--- src/rtl/i2d_core_defines.sv ---
// Shared definitions for the i2d core: access sizes, MAU states
// and the alignment rule used by the memory access unit.
package i2d_core_defines;

   localparam logic [1:0] SIZE_BYTE = 2'd0;
   localparam logic [1:0] SIZE_HALF = 2'd1;
   localparam logic [1:0] SIZE_WORD = 2'd2;

   typedef enum logic {
      IDLE,
      BUSY
   } mau_state_t;

   // Size 3 has no encoding and is reported like a misalignment
   function automatic logic misaligned(
      input logic [1:0] size,
      input logic [1:0] lane
   );
      logic bad;
      bad = 1'b0;
      case (size)
         SIZE_BYTE: bad = 1'b0;
         SIZE_HALF: bad = lane[0];
         SIZE_WORD: bad = |lane;
         default:   bad = 1'b1;
      endcase
      return bad;
   endfunction

endpackage

--- src/rtl/mau_lane.sv ---
// Byte-lane steering for the MAU: store enables/replication and
// load lane extraction with zero/sign extension.
module mau_lane
   import i2d_core_defines::*;
(
   input  logic [1:0]  st_size,
   input  logic [1:0]  st_lane,
   input  logic [31:0] st_data,
   output logic [3:0]  be,
   output logic [31:0] wdata,
   input  logic [1:0]  ld_size,
   input  logic [1:0]  ld_lane,
   input  logic        ld_signed,
   input  logic [31:0] rdata,
   output logic [31:0] ldata
);

   logic [7:0]  ld_b;
   logic [15:0] ld_h;

   always_comb begin
      be    = 4'b0000;
      wdata = st_data;
      case (st_size)
         SIZE_BYTE: begin
            be    = 4'b0001 << st_lane;
            wdata = {4{st_data[7:0]}};
         end
         SIZE_HALF: begin
            be    = st_lane[1] ? 4'b1100 : 4'b0011;
            wdata = {2{st_data[15:0]}};
         end
         SIZE_WORD: be = 4'b1111;
         default:   be = 4'b0000;
      endcase
   end

   always_comb begin
      ld_b  = rdata[{ld_lane, 3'b000} +: 8];
      ld_h  = ld_lane[1] ? rdata[31:16] : rdata[15:0];
      ldata = rdata;
      case (ld_size)
         SIZE_BYTE: ldata = {{24{ld_signed & ld_b[7]}}, ld_b};
         SIZE_HALF: ldata = {{16{ld_signed & ld_h[15]}}, ld_h};
         default:   ldata = rdata;
      endcase
   end

endmodule

--- src/rtl/core_mau.sv ---
// i2d memory access unit: single-outstanding req/ack data bus
// transaction with execute-stage halt, timeout and fault report.
module core_mau
   import i2d_core_defines::*;
#(
   parameter int TIMEOUT = 255
) (
   input  logic        clk,
   input  logic        rst,
   input  logic        mem_ld,
   input  logic        mem_st,
   input  logic [1:0]  mem_size,
   input  logic        mem_signed,
   input  logic [31:0] mem_addr,
   input  logic [31:0] mem_wdata,
   output logic        dbus_req,
   output logic        dbus_we,
   output logic [31:0] dbus_addr,
   output logic [3:0]  dbus_be,
   output logic [31:0] dbus_wdata,
   input  logic        dbus_ack,
   input  logic [31:0] dbus_rdata,
   output logic [31:0] mau_data,
   output logic        ex_halt,
   output logic        mau_fault
);

   // Last BUSY cycle allowed before the request is abandoned
   localparam logic [7:0] CNT_LAST = 8'(TIMEOUT - 1);

   mau_state_t  state, state_nxt;
   logic [7:0]  cnt;
   logic [1:0]  size_q;
   logic [1:0]  lane_q;
   logic        signed_q;
   logic [3:0]  be_nxt;
   logic [31:0] wdata_nxt;
   logic [31:0] ldata;
   logic        req;
   logic        bad;
   logic        go;
   logic        done;
   logic        timeout;

   assign req      = mem_ld | mem_st;
   assign bad      = misaligned(mem_size, mem_addr[1:0]);
   assign dbus_req = (state == BUSY);

   mau_lane u_lane (
      .st_size   (mem_size),
      .st_lane   (mem_addr[1:0]),
      .st_data   (mem_wdata),
      .be        (be_nxt),
      .wdata     (wdata_nxt),
      .ld_size   (size_q),
      .ld_lane   (lane_q),
      .ld_signed (signed_q),
      .rdata     (dbus_rdata),
      .ldata     (ldata)
   );

   always_comb begin
      state_nxt = state;
      go        = 1'b0;
      done      = 1'b0;
      timeout   = 1'b0;
      ex_halt   = 1'b0;
      case (state)
         IDLE: begin
            if (req && !bad) begin
               go        = 1'b1;
               ex_halt   = 1'b1;
               state_nxt = BUSY;
            end
         end
         BUSY: begin
            if (dbus_ack) begin
               done      = 1'b1;
               state_nxt = IDLE;
            end else if (cnt == CNT_LAST) begin
               timeout   = 1'b1;
               state_nxt = IDLE;
            end else begin
               ex_halt   = 1'b1;
            end
         end
         default: state_nxt = IDLE;
      endcase
   end

   always_ff @(posedge clk) begin
      if (rst) begin
         state      <= IDLE;
         cnt        <= 8'd0;
         dbus_we    <= 1'b0;
         dbus_addr  <= 32'd0;
         dbus_be    <= 4'd0;
         dbus_wdata <= 32'd0;
         size_q     <= SIZE_BYTE;
         lane_q     <= 2'd0;
         signed_q   <= 1'b0;
         mau_data   <= 32'd0;
         mau_fault  <= 1'b0;
      end else begin
         state     <= state_nxt;
         mau_fault <= (state == IDLE && req && bad) || timeout;
         if (go) begin
            cnt        <= 8'd0;
            dbus_we    <= mem_st & ~mem_ld;
            dbus_addr  <= {mem_addr[31:2], 2'b00};
            dbus_be    <= be_nxt;
            dbus_wdata <= wdata_nxt;
            size_q     <= mem_size;
            lane_q     <= mem_addr[1:0];
            signed_q   <= mem_signed;
         end else if (state == BUSY && !dbus_ack) begin
            cnt <= cnt + 8'd1;
         end
         if (done && !dbus_we) mau_data <= ldata;
      end
   end

endmodule

--- config.mk ---
export PLATFORM = sky130hd
export DESIGN_NAME = core_mau
export DESIGN_NICKNAME = d
export VERILOG_FILES = /design/src/rtl/i2d_core_defines.sv /design/src/rtl/mau_lane.sv /design/src/rtl/core_mau.sv
export SDC_FILE = /design/constraint.sdc
export NUM_CORES = 1
export LEC_CHECK = 0
export CELL_PAD_IN_SITES_DETAIL_PLACEMENT = 0
export CELL_PAD_IN_SITES_GLOBAL_PLACEMENT = 2
export CORE_UTILIZATION = 21
export DETAILED_ROUTE_END_ITERATION = 10
export PLACE_DENSITY = 0.83
export SLEW_MARGIN = 20
export SYNTH_ARGS = -nofsm -noshare
export SYNTH_HDL_FRONTEND = slang
export SYNTH_SLANG_ARGS = --single-unit
--- constraint.sdc ---
create_clock -name clk -period 1.5 [get_ports clk]
set_input_delay 0.3 -clock clk [delete_from_list [all_inputs] [get_ports clk]]
set_output_delay 0.3 -clock clk [all_outputs]
set_load 0.01 [all_outputs]
; ---- Word-level counts from Yosys, hierarchy flattened
; Index checks and enable logic that the tools add are counted.
[totals]
register_bits = 114
latch_bits = 0
ramBits = 0
mem_bits_ro = 0
in_bits = 104
output_inout_bits = 104
elab_cells = 53
memories = 0
[classes]
addsub = 1
n_mul = 0
div = 0
magnitude_cmp = 0
eq_ne = 4
n_shift = 2
mux = 16
n_bitwise = 6
reduce_logical = 13
[ops]
columns = operator, n
row1 = case mux 32 bit (2 select lines), 2
row2 = variable part select 32 x 6 -> 8 bit, 1
row3 = 2-to-1 mux 16 bit, 1
row4 = case mux 4 bit (3 select lines), 1
row5 = 2-to-1 mux 1 bit, 9
row6 = adder 8 x 1 -> 8 bit (second input constant), 1
row7 = == test 8 bit (second input constant), 1
row8 = logical AND 1 bit, 5
row9 = == test 2 x 1 -> 1 bit (second input constant), 2
row10 = logical NOT 2 bit, 2
row11 = 2-to-1 mux 4 bit, 1
row12 = OR reduction 2 bit, 2
row13 = << shifter 1 x 2 -> 4 bit (first input constant), 1
row14 = AND 1 bit, 3
row15 = logical NOT 1 bit, 3
row16 = case mux 1 bit (3 select lines), 1
row17 = == test 2 bit (second input constant), 1
row18 = NOT 1 bit, 2
row19 = case mux 1 bit (2 select lines), 1
row20 = logical OR 1 bit, 1
row21 = bitwise OR 1 bit, 1

; ---- Longest topological paths before layout
; Gate-level depths: netlist of the first run.
[depth]
word_depth = 7
depth_mapped = 6
ltp_nobuf = 5

; ---- Modules after synthesis
; A second synthesis of the first run with hierarchy kept.
[unflattened]
hier_cells = 717
area_unflattened_um2 = 6098.3
[modules_own_cells]
columns = mod, instances, cells_per_inst, area_each_um2, seq_area_each_um2
row1 = core_mau, 1, 516, 4917.2, 2282.2
row2 = mau_lane, 1, 201, 1181.1, 0.0

; ---- Least setup slack after synthesis of the first run
; No wires, ideal clock.
[synth_path]
path_kind = flip-flop to flip-flop
from = register dbus_we
to = register mau_data[10]
setup_time_ns = 0.140
t_arrival_ns = 1.285
t_required_ns = 1.360
setup_slack_ns = 0.075
path_stages_with_launch = 5
n_path_buf = 1
synth_period_minus_slack_ns = 1.425
cell_sequence = dfxtp_1 > nand3b_1 > clkbuf_1 > nor4_4 > a211oi_1
[synth_between]
elab_chain_len = 2
[synth_rtl]
columns = item, line_no
row1 = from (decl), core_mau.sv:17  ; output logic dbus_we,
row2 = from (signal assigned), core_mau.sv:109  ; dbus_we <= mem_st & ~mem_ld;
row3 = logical NOT 1 bit, core_mau.sv:119  ; if (done && !dbus_we) mau_data <= ldata;
row4 = logical AND 1 bit, core_mau.sv:119
row5 = to (signal assigned), core_mau.sv:119
row6 = to (decl), core_mau.sv:23  ; output logic [31:0] mau_data,
; Every way passes these cells.
; A chain may end at the register's enable or synchronous reset.

; ---- Worst setup path after layout of the first run
[layout_path]
from = register cnt[3]
to = output ex_halt
[layout_between]
elab_chain_len = 4
[layout_rtl]
columns = item, line_no
row1 = from (decl), core_mau.sv:32  ; logic [7:0] cnt;
row2 = from (signal assigned), core_mau.sv:117  ; cnt <= cnt + 8'd1;
row3 = == test 8 bit, core_mau.sv:80  ; end else if (cnt == CNT_LAST) begin
row4 = 2-to-1 mux 1 bit, core_mau.sv:80
row5 = 2-to-1 mux 1 bit, core_mau.sv:77  ; if (dbus_ack) begin
row6 = case mux 1 bit (2 select lines), core_mau.sv:68  ; case (state)
row7 = to (decl), core_mau.sv:24  ; output logic ex_halt,
; Every way passes these cells.

==> run_results.csv, run 1 <==
group,metric,value,unit
hold_path,hold_path.class,"in2reg",
critical_path,required,1.20,ns
cts,cts.clk_slew.worst_paths,0.06,ns
cts,clk_root_buffer_cell,"sky130_fd_sc_hd__clkbuf_16",
yosys,synthesis.area_per_instance,8.251,um2
global_routing,first_pass_grt_wire_length,28.66,mm
power_and_ir_drop,power_density,1067,nW/um2
yosys,syn-instance-count,604,
cells_and_area,antenna_cells,0,
critical_path,cp-start-kind,"register",
placed_design,place_congestion,0.7702,
cts,cts-buffers-inserted,17,
die,rows,56,
yosys,post-synth-top-count-cell,"sky130_fd_sc_hd__nand2_1",
cells_and_area,finalInstanceArea,8797,um2
timing,clock-skew-final,0.008590,ns
cells_and_area,final.fill_count,2475,
global_routing,grtUsageTotal,0.1554,
timing,max_freq,588.3,MHz
yosys,most_instantiated_cells_after_synthesis,"146 x sky130_fd_sc_hd__nand2_1, 114 x sky130_fd_sc_hd__dfxtp_1, 62 x sky130_fd_sc_hd__a21oi_1",
die,die_height,156.1,um
timing,finalSetupViolations,17,
timing,hold_violations,0,
critical_path,worstSetupEndpointType,"output port",
placed_design,hpwlAfterDp,12.80,mm
flow_run,timing.max_cap.violations,0,
power_and_ir_drop,total_leakage_power,3.622,nW
global_routing,grt_antenna_before_repair,0,
yosys,synth_top_area_cell,"sky130_fd_sc_hd__dfxtp_1",
yosys,synthesis_stage_register_bit_count,114,
yosys,yosysWarnings,0,
cells_and_area,post-route-util,0.3759,
cts,tritoncts,"built",
route,drc,0,
yosys,synth_cell_types,46,
global_routing,largest_net_degree_at_the_start_of_global_routing,50,
yosys,synth-edff-count,0,
timing,timing.final.crit_share,1.133,
cts,htree_num_levels,4,
route,ant_nets,0,
critical_path,critical_path_cell_sequence,"and4_1 -> and4_4 -> o21ai_4 -> buf_6",
timing,pins_over_slew_limit,0,
route,drc_violation_total_after_the_first_tritonroute_iteration,279,
route,wirelength,19.55,mm
critical_path,path_class,"reg2out",
power_and_ir_drop,switching_power,2.512,mW
die,die_width,156.1,um
placed_design,dpl_cell_area,7786,um2
die,boundaryPins,208,
die,die_area,24350,um2
power_and_ir_drop,share_comb_of_total_power,0.198,
critical_path,cp_max_fo,2,
placed_design,placed_cells,1139,
cells_and_area,drive_gt1_frac,0.1972,
power_and_ir_drop,power.internal,6.872,mW
timing,grt_setup_unrepaired,"true",
route,detail_route.vias_per_cell,4.444,
critical_path,critPathBufInv,1,
yosys,synth_top_cell_area_share,0.4579,
power_and_ir_drop,max-vdd-ir-drop,0.6916,mV
yosys,ys_top_cells_by_area,"sky130_fd_sc_hd__dfxtp_1 46%, sky130_fd_sc_hd__nand2_1 11%, sky130_fd_sc_hd__a21oi_1 6.2%",
cells_and_area,synth_to_final_area_change,76.53,%
power_and_ir_drop,p_sw_frac,0.2677,
route,routed-via-count,5271,
global_routing,vias_in_the_first_global_route,4956,
die,core_area,23400,um2
cells_and_area,layout.cells.non_filler,1186,
global_routing,grt-ovfl-total,0,
yosys,synth-main-ff-cell,"sky130_fd_sc_hd__dfxtp_1",
yosys,asyncSetResetFlopFracSynth,0,
status,violated_checks,"negative setup slack",
critical_path,critical_path_arrival,1.40,ns
yosys,synth_sequential_area_ratio,0.4579,
timing,finalCriticalPeriod,1.700,ns
cts,cts_max_path_buffers,2,
critical_path,slowest_delay,0.33,ns
route,drtPass1Iterations,5,
timing,final_worst_setup_slack,-0.1997,ns
timing,setup_tns,-0.8745,ns
cts,clk_latency,0.41,ns
status,status,"finished, violations left",
power_and_ir_drop,power_frac_clock,0.446,
power_and_ir_drop,seq_power_share,0.356,
die,initial_core_util,0.2129,
critical_path,critical-path-slowest-cell,"sky130_fd_sc_hd__dfxtp_1",
route,avgRoutedWirePerCell,16.49,um
cells_and_area,layout.nets,960,
yosys,synth_area,4984,um2
critical_path,timing.critical_path.max_delay_family,"simple AND/OR/NAND/NOR gates",
placed_design,portBuffers,205,
cts,sink_count,114,
flip-flops by register name (all words and copies together), names as in the netlist:
signal	flops
cnt	8
dbus_addr	30
dbus_be	4
dbus_req	1
dbus_wdata	32
dbus_we	1
lane_q	2
mau_data	32
mau_fault	1
signed_q	1
size_q	2
placed cells by master, fill, tap and decap left out, types with 3 or more instances in the layout:
cell type and n:
sky130_fd_sc_hd__a211oi_2 29, sky130_fd_sc_hd__bufinv_16 3, sky130_fd_sc_hd__clkinvlp_4 4, sky130_fd_sc_hd__nand3b_1 13, sky130_fd_sc_hd__nor2_1 55, sky130_fd_sc_hd__nand4_1 3, sky130_fd_sc_hd__inv_1 3, sky130_fd_sc_hd__nand2_1 146
sky130_fd_sc_hd__a311oi_1 8, sky130_fd_sc_hd__buf_16 3, sky130_fd_sc_hd__dlygate4sd2_1 103, sky130_fd_sc_hd__buf_6 4, sky130_fd_sc_hd__dfxtp_2 4, sky130_fd_sc_hd__buf_4 54, sky130_fd_sc_hd__buf_12 9, sky130_fd_sc_hd__buf_8 3
sky130_fd_sc_hd__o21ai_0 31, sky130_fd_sc_hd__a21oi_1 60, sky130_fd_sc_hd__mux2_2 6, sky130_fd_sc_hd__a32oi_1 4, sky130_fd_sc_hd__clkbuf_1 4, sky130_fd_sc_hd__xor2_1 6, sky130_fd_sc_hd__mux2i_1 18, sky130_fd_sc_hd__clkdlybuf4s50_1 98
sky130_fd_sc_hd__dfxtp_1 108, sky130_fd_sc_hd__a211oi_1 12, sky130_fd_sc_hd__clkbuf_16 21
logic make-up (layout without fill, tap and decap cells):
group / after synthesis / count (layout) / synth area share
buf+inv: 54 / 316 / 0.04996
simple gates: 238 / 238 / 0.2179
flops: 114 / 114 / 0.4579
xor+xnor: 7 / 7 / 0.01230
mux: 28 / 28 / 0.05800
other cells: 1 / 2 / 0.0007525
compound gates: 160 / 160 / 0.1981
fa+ha+maj: 2 / 2 / 0.005021
per-stage QoR:
| stage | hold WS [ns] | worst slack, ns | power, mW |
|---|---|---|---|
| 6_report | 0.1912 | -0.1997 | 9.384 |
| 5_1_grt | 0.1730 | -0.2911 | 9.860 |
| 4_1_cts | 0.1679 | -0.2670 | 9.358 |
| 3_5_place_dp | 0.4471 | -0.6589 | 5.149 |
| 3_3_place_gp | 0.4407 | -0.6424 | 5.146 |
| 2_1_floorplan | 0.4360 | 0.07514 | 4.113 |
worst paths after layout:
| path | startpoint | to | slack (ns) | cells past startpoint |
|---|---|---|---|---|
| hold / removal | rst | lane_q[0]$_SDFFE_PP0P_ | 0.19 | 2 |
| setup / recovery | cnt[3]$_SDFFE_PP0P_ | ex_halt | -0.20 | 4 |
| hold reg to reg | dbus_addr[23]$_SDFFE_PP0P_ | dbus_addr[23]$_SDFFE_PP0P_ | 0.45 | 2 |
| setup reg to reg | lane_q[1]$_SDFFE_PP0P_ | mau_data[31]$_SDFFE_PP0P_ | -0.07 | 6 |
layer usage:
layer,routed length (um),share of wire,up-vias,track usage
met2,9169,0.47,153,0.2481
met4,93,0.0048,0,0.04762
met3,1160,0.059,9,0.04333
met1,9129,0.47,2506,0.2019
met5,0,0,-,0
li1,-,-,2603,-
power by group through the flow:
stage	clock (mW)	sequential [mW]	combinational [mW]
2_1_floorplan	0	3.48	0.630
3_3_place_gp	0	3.40	1.75
3_5_place_dp	0	3.41	1.74
4_1_cts	4.32	3.34	1.70
5_1_grt	4.49	3.36	2.01
6_report	4.18	3.34	1.86
layout make-up:
class / instances / area, um2 / share of cell area
clock inverters: 9 / 130.1 / 0.01479
well taps: 319 / 399.1 / 0.04537
flip-flops and latches: 114 / 2295 / 0.2608
clock buffers: 23 / 467.9 / 0.05319
inverters: 4 / 15.01 / 0.001707
multi-input cells: 437 / 2724 / 0.3096
repair buffers: 280 / 2766 / 0.3145
what timing repair did:
item / 4_1_cts / 5_1_grt
pin swaps: 4 / 12
cloned: 2 / 4
gates resized for setup: 124 / 57
endpoints found under the setup margin: 172 / 82
setup buffers: 2 / 7
hold buffers: 0 / 0
No activity file was read; power rests on OpenSTA's default activity.
==> run 2: changes to the inputs <==
Settings changed: CELL_PAD_IN_SITES_DETAIL_PLACEMENT 0 to 1.
==> run 2 against run 1 <==
  * The flow still finishes with violations (negative setup slack)
  * First-iteration DRC count down 25%
  * Sequential share of layout area is 1.9 points lower
  * Flip-flop and latch count unchanged
  * Critical path type unchanged
  * Combinational power rose by 21%
  * Total power rose by 2.7%
  * Worst setup slack got worse by 0.018 ns
  * Fmax is 1.0% lower
  * Critical path depth unchanged
  * Clock-buffer cell count fell by 4
==> run_results.csv, run 2 (same netlist as run 1, synthesis figures left out) <==
group,metric,value,unit
global_routing,gr-usage-met2,0.2766,
cells_and_area,drive_gt1_frac,0.3090,
status,status,"finished, violations left",
status,violated_checks,"negative setup slack",
hold_path,hold_path.class,"in2reg",
cells_and_area,layout_common_cells,"107 x sky130_fd_sc_hd__dfxtp_1, 105 x sky130_fd_sc_hd__dlygate4sd2_1, 104 x sky130_fd_sc_hd__nand2_1, 97 x sky130_fd_sc_hd__clkdlybuf4s50_1, 55 x sky130_fd_sc_hd__nor2_1",
cells_and_area,largest_registers,"dbus_wdata (32), mau_data (32), dbus_addr (30)",
route,drc_violation_total_after_the_first_tritonroute_iteration,209,
placed_design,place_congestion,0.7702,
global_routing,grt_most_used_layer,"met2",
global_routing,grtUsageTotal,0.1696,
placed_design,placed_cells,1139,
global_routing,first_pass_grt_wire_length,31.26,mm
critical_path,crit_end,"ex_halt",
timing,finalCriticalPeriod,1.717,ns
timing,max_freq,582.3,MHz
cts,cts-buffers-inserted,17,
die,die_height,156.1,um
timing,timing.final.crit_share,1.145,
route,avgRoutedWirePerCell,18.70,um
cts,clk_latency,0.42,ns
placed_design,hpwlAfterDp,13.74,mm
timing,pins_over_slew_limit,0,
route,wirelength,22.40,mm
global_routing,grt.met3_usage,0.04083,
die,rows,56,
critical_path,worstSetupEndpointType,"output port",
hold_path,min_delay_path_depth,2,
power_and_ir_drop,power_density,1015,nW/um2
cts,cts.clk_slew.worst_paths,0.06,ns
cts,tritoncts,"built",
critical_path,startpoint,"cnt[5]$_SDFFE_PP0P_",
die,core_area,23400,um2
critical_path,critical_path_arrival,1.42,ns
critical_path,ff2ff_setup_slack,-0.08,ns
cells_and_area,mostFrequentLayoutCell,"sky130_fd_sc_hd__dfxtp_1",
critical_path,required,1.20,ns
cts,cts_max_path_buffers,2,
timing,setup_tns,-2.672,ns
timing,finalSetupViolations,68,
timing,clock-skew-final,0.008147,ns
cts,htree_num_levels,4,
route,routed-via-count,5539,
cts,clk_root_buffer_cell,"sky130_fd_sc_hd__clkbuf_16",
cells_and_area,sequential_cell_area,2296,um2
global_routing,vias_in_the_first_global_route,5408,
placed_design,portBuffers,205,
cells_and_area,synth_to_final_area_change,90.64,%
critical_path,reg2reg_from,"lane_q[1]$_SDFFE_PP0P_",
die,die_area,24350,um2
cells_and_area,final.fill_count,2674,
route,ant_nets,0,
critical_path,timing.reg2reg.worst_path_depth,6,
global_routing,grt_antenna_before_repair,1,
cells_and_area,layout.nets,970,
die,boundaryPins,208,
cells_and_area,multi_input_comb_area,3182,um2
route,drc,0,
power_and_ir_drop,total_leakage_power,3.984,nW
timing,grt_setup_unrepaired,"true",
power_and_ir_drop,max-vdd-ir-drop,0.5784,mV
global_routing,largest_net_degree_at_the_start_of_global_routing,50,
route,detail_route.vias_per_cell,4.624,
cts,sink_count,114,
timing,hold_violations,0,
cts,cts_hold_buffers,0,
global_routing,grt.met1_usage,0.2166,
critical_path,worst_r2r_endpoint,"mau_data[23]$_SDFFE_PP0P_",
critical_path,cp_max_fo,2,
die,die_width,156.1,um
critical_path,cp-start-kind,"register",
critical_path,path_class,"reg2out",
global_routing,grt-ovfl-total,0,
flow_run,timing.max_cap.violations,0,
timing,final_worst_setup_slack,-0.2173,ns
cells_and_area,layout.cells.non_filler,1198,
die,initial_core_util,0.2129,
route,drtPass1Iterations,4,
-- run 2: cell count changes in the layout (fill, tap and decap cells not counted), sizes merged, moves of 2 or more --
cell         previous run  this run
clkinv                  2         8
dlygate4sd2           103       105
diode                   0         2
clkbuf                 27        29
buf                    73        77
-- run 2: stage by stage --
stage          cell area [um2]  power, mW  hold WS, ns  setup slack [ns]    util
2_1_floorplan             4987      4.113       0.4360           0.07514       -
3_3_place_gp              7786      5.146       0.4407           -0.6424  0.3327
3_5_place_dp              7786      5.176       0.4476           -0.6708  0.3327
4_1_cts                   8497      9.301       0.1835           -0.2670  0.3631
5_1_grt                   9498      10.06       0.1869           -0.2741  0.4058
6_report                  9500      9.640       0.1873           -0.2173  0.4060
-- run 2: how the worst min path moves through the flow --
stage                               start  slack [ns]                         end
3_5_place_dp   dbus_wdata[6]$_SDFFE_PP0P_        0.45  dbus_wdata[6]$_SDFFE_PP0P_
4_1_cts                               rst        0.18      lane_q[0]$_SDFFE_PP0P_
6_report                              rst        0.19      size_q[1]$_SDFFE_PP0P_
2_1_floorplan                 mem_addr[0]        0.44      lane_q[0]$_SDFFE_PP0P_
3_3_place_gp    dbus_addr[9]$_SDFFE_PP0P_        0.44   dbus_addr[9]$_SDFFE_PP0P_
5_1_grt                               rst        0.19      size_q[1]$_SDFFE_PP0P_
-- run 2: final cells by class --
class,instances,area share
inverter,4,0.001580
sequential,114,0.2417
clock inverter,13,0.01449
timing repair buffer,290,0.3182
multi-input combinational,437,0.3349
tap,319,0.04201
antenna,2,0.0005268
clock buffer,19,0.04662
-- run 2: where the power goes --
group / switching (mW) / total, mW / internal (mW)
clock network: 1.57 / 4.05 / 2.48
registers: 0.113 / 3.34 / 3.23
logic: 1.12 / 2.25 / 1.13
total: 2.80 / 9.64 / 6.84
-- run 2: worst max-delay path, stage by stage (launching register included) --
cell and delay (ns):
sky130_fd_sc_hd__dfxtp_1 0.32, sky130_fd_sc_hd__and4_1 0.24, sky130_fd_sc_hd__and4_4 0.25, sky130_fd_sc_hd__o21ai_4 0.06, sky130_fd_sc_hd__buf_6 0.13
-- run 2: routing by layer --
metal,vias up,share of wire
met2,158,0.48
li1,2614,-
met4,0,0.019
met5,-,0
met3,25,0.049
met1,2742,0.45
-- run 2: what timing repair did --
action	4_1_cts	5_1_grt
endpoints found under the setup margin	184	88
resized for setup	136	181
pin swaps	7	79
setup buffers	4	8
cloned	5	10
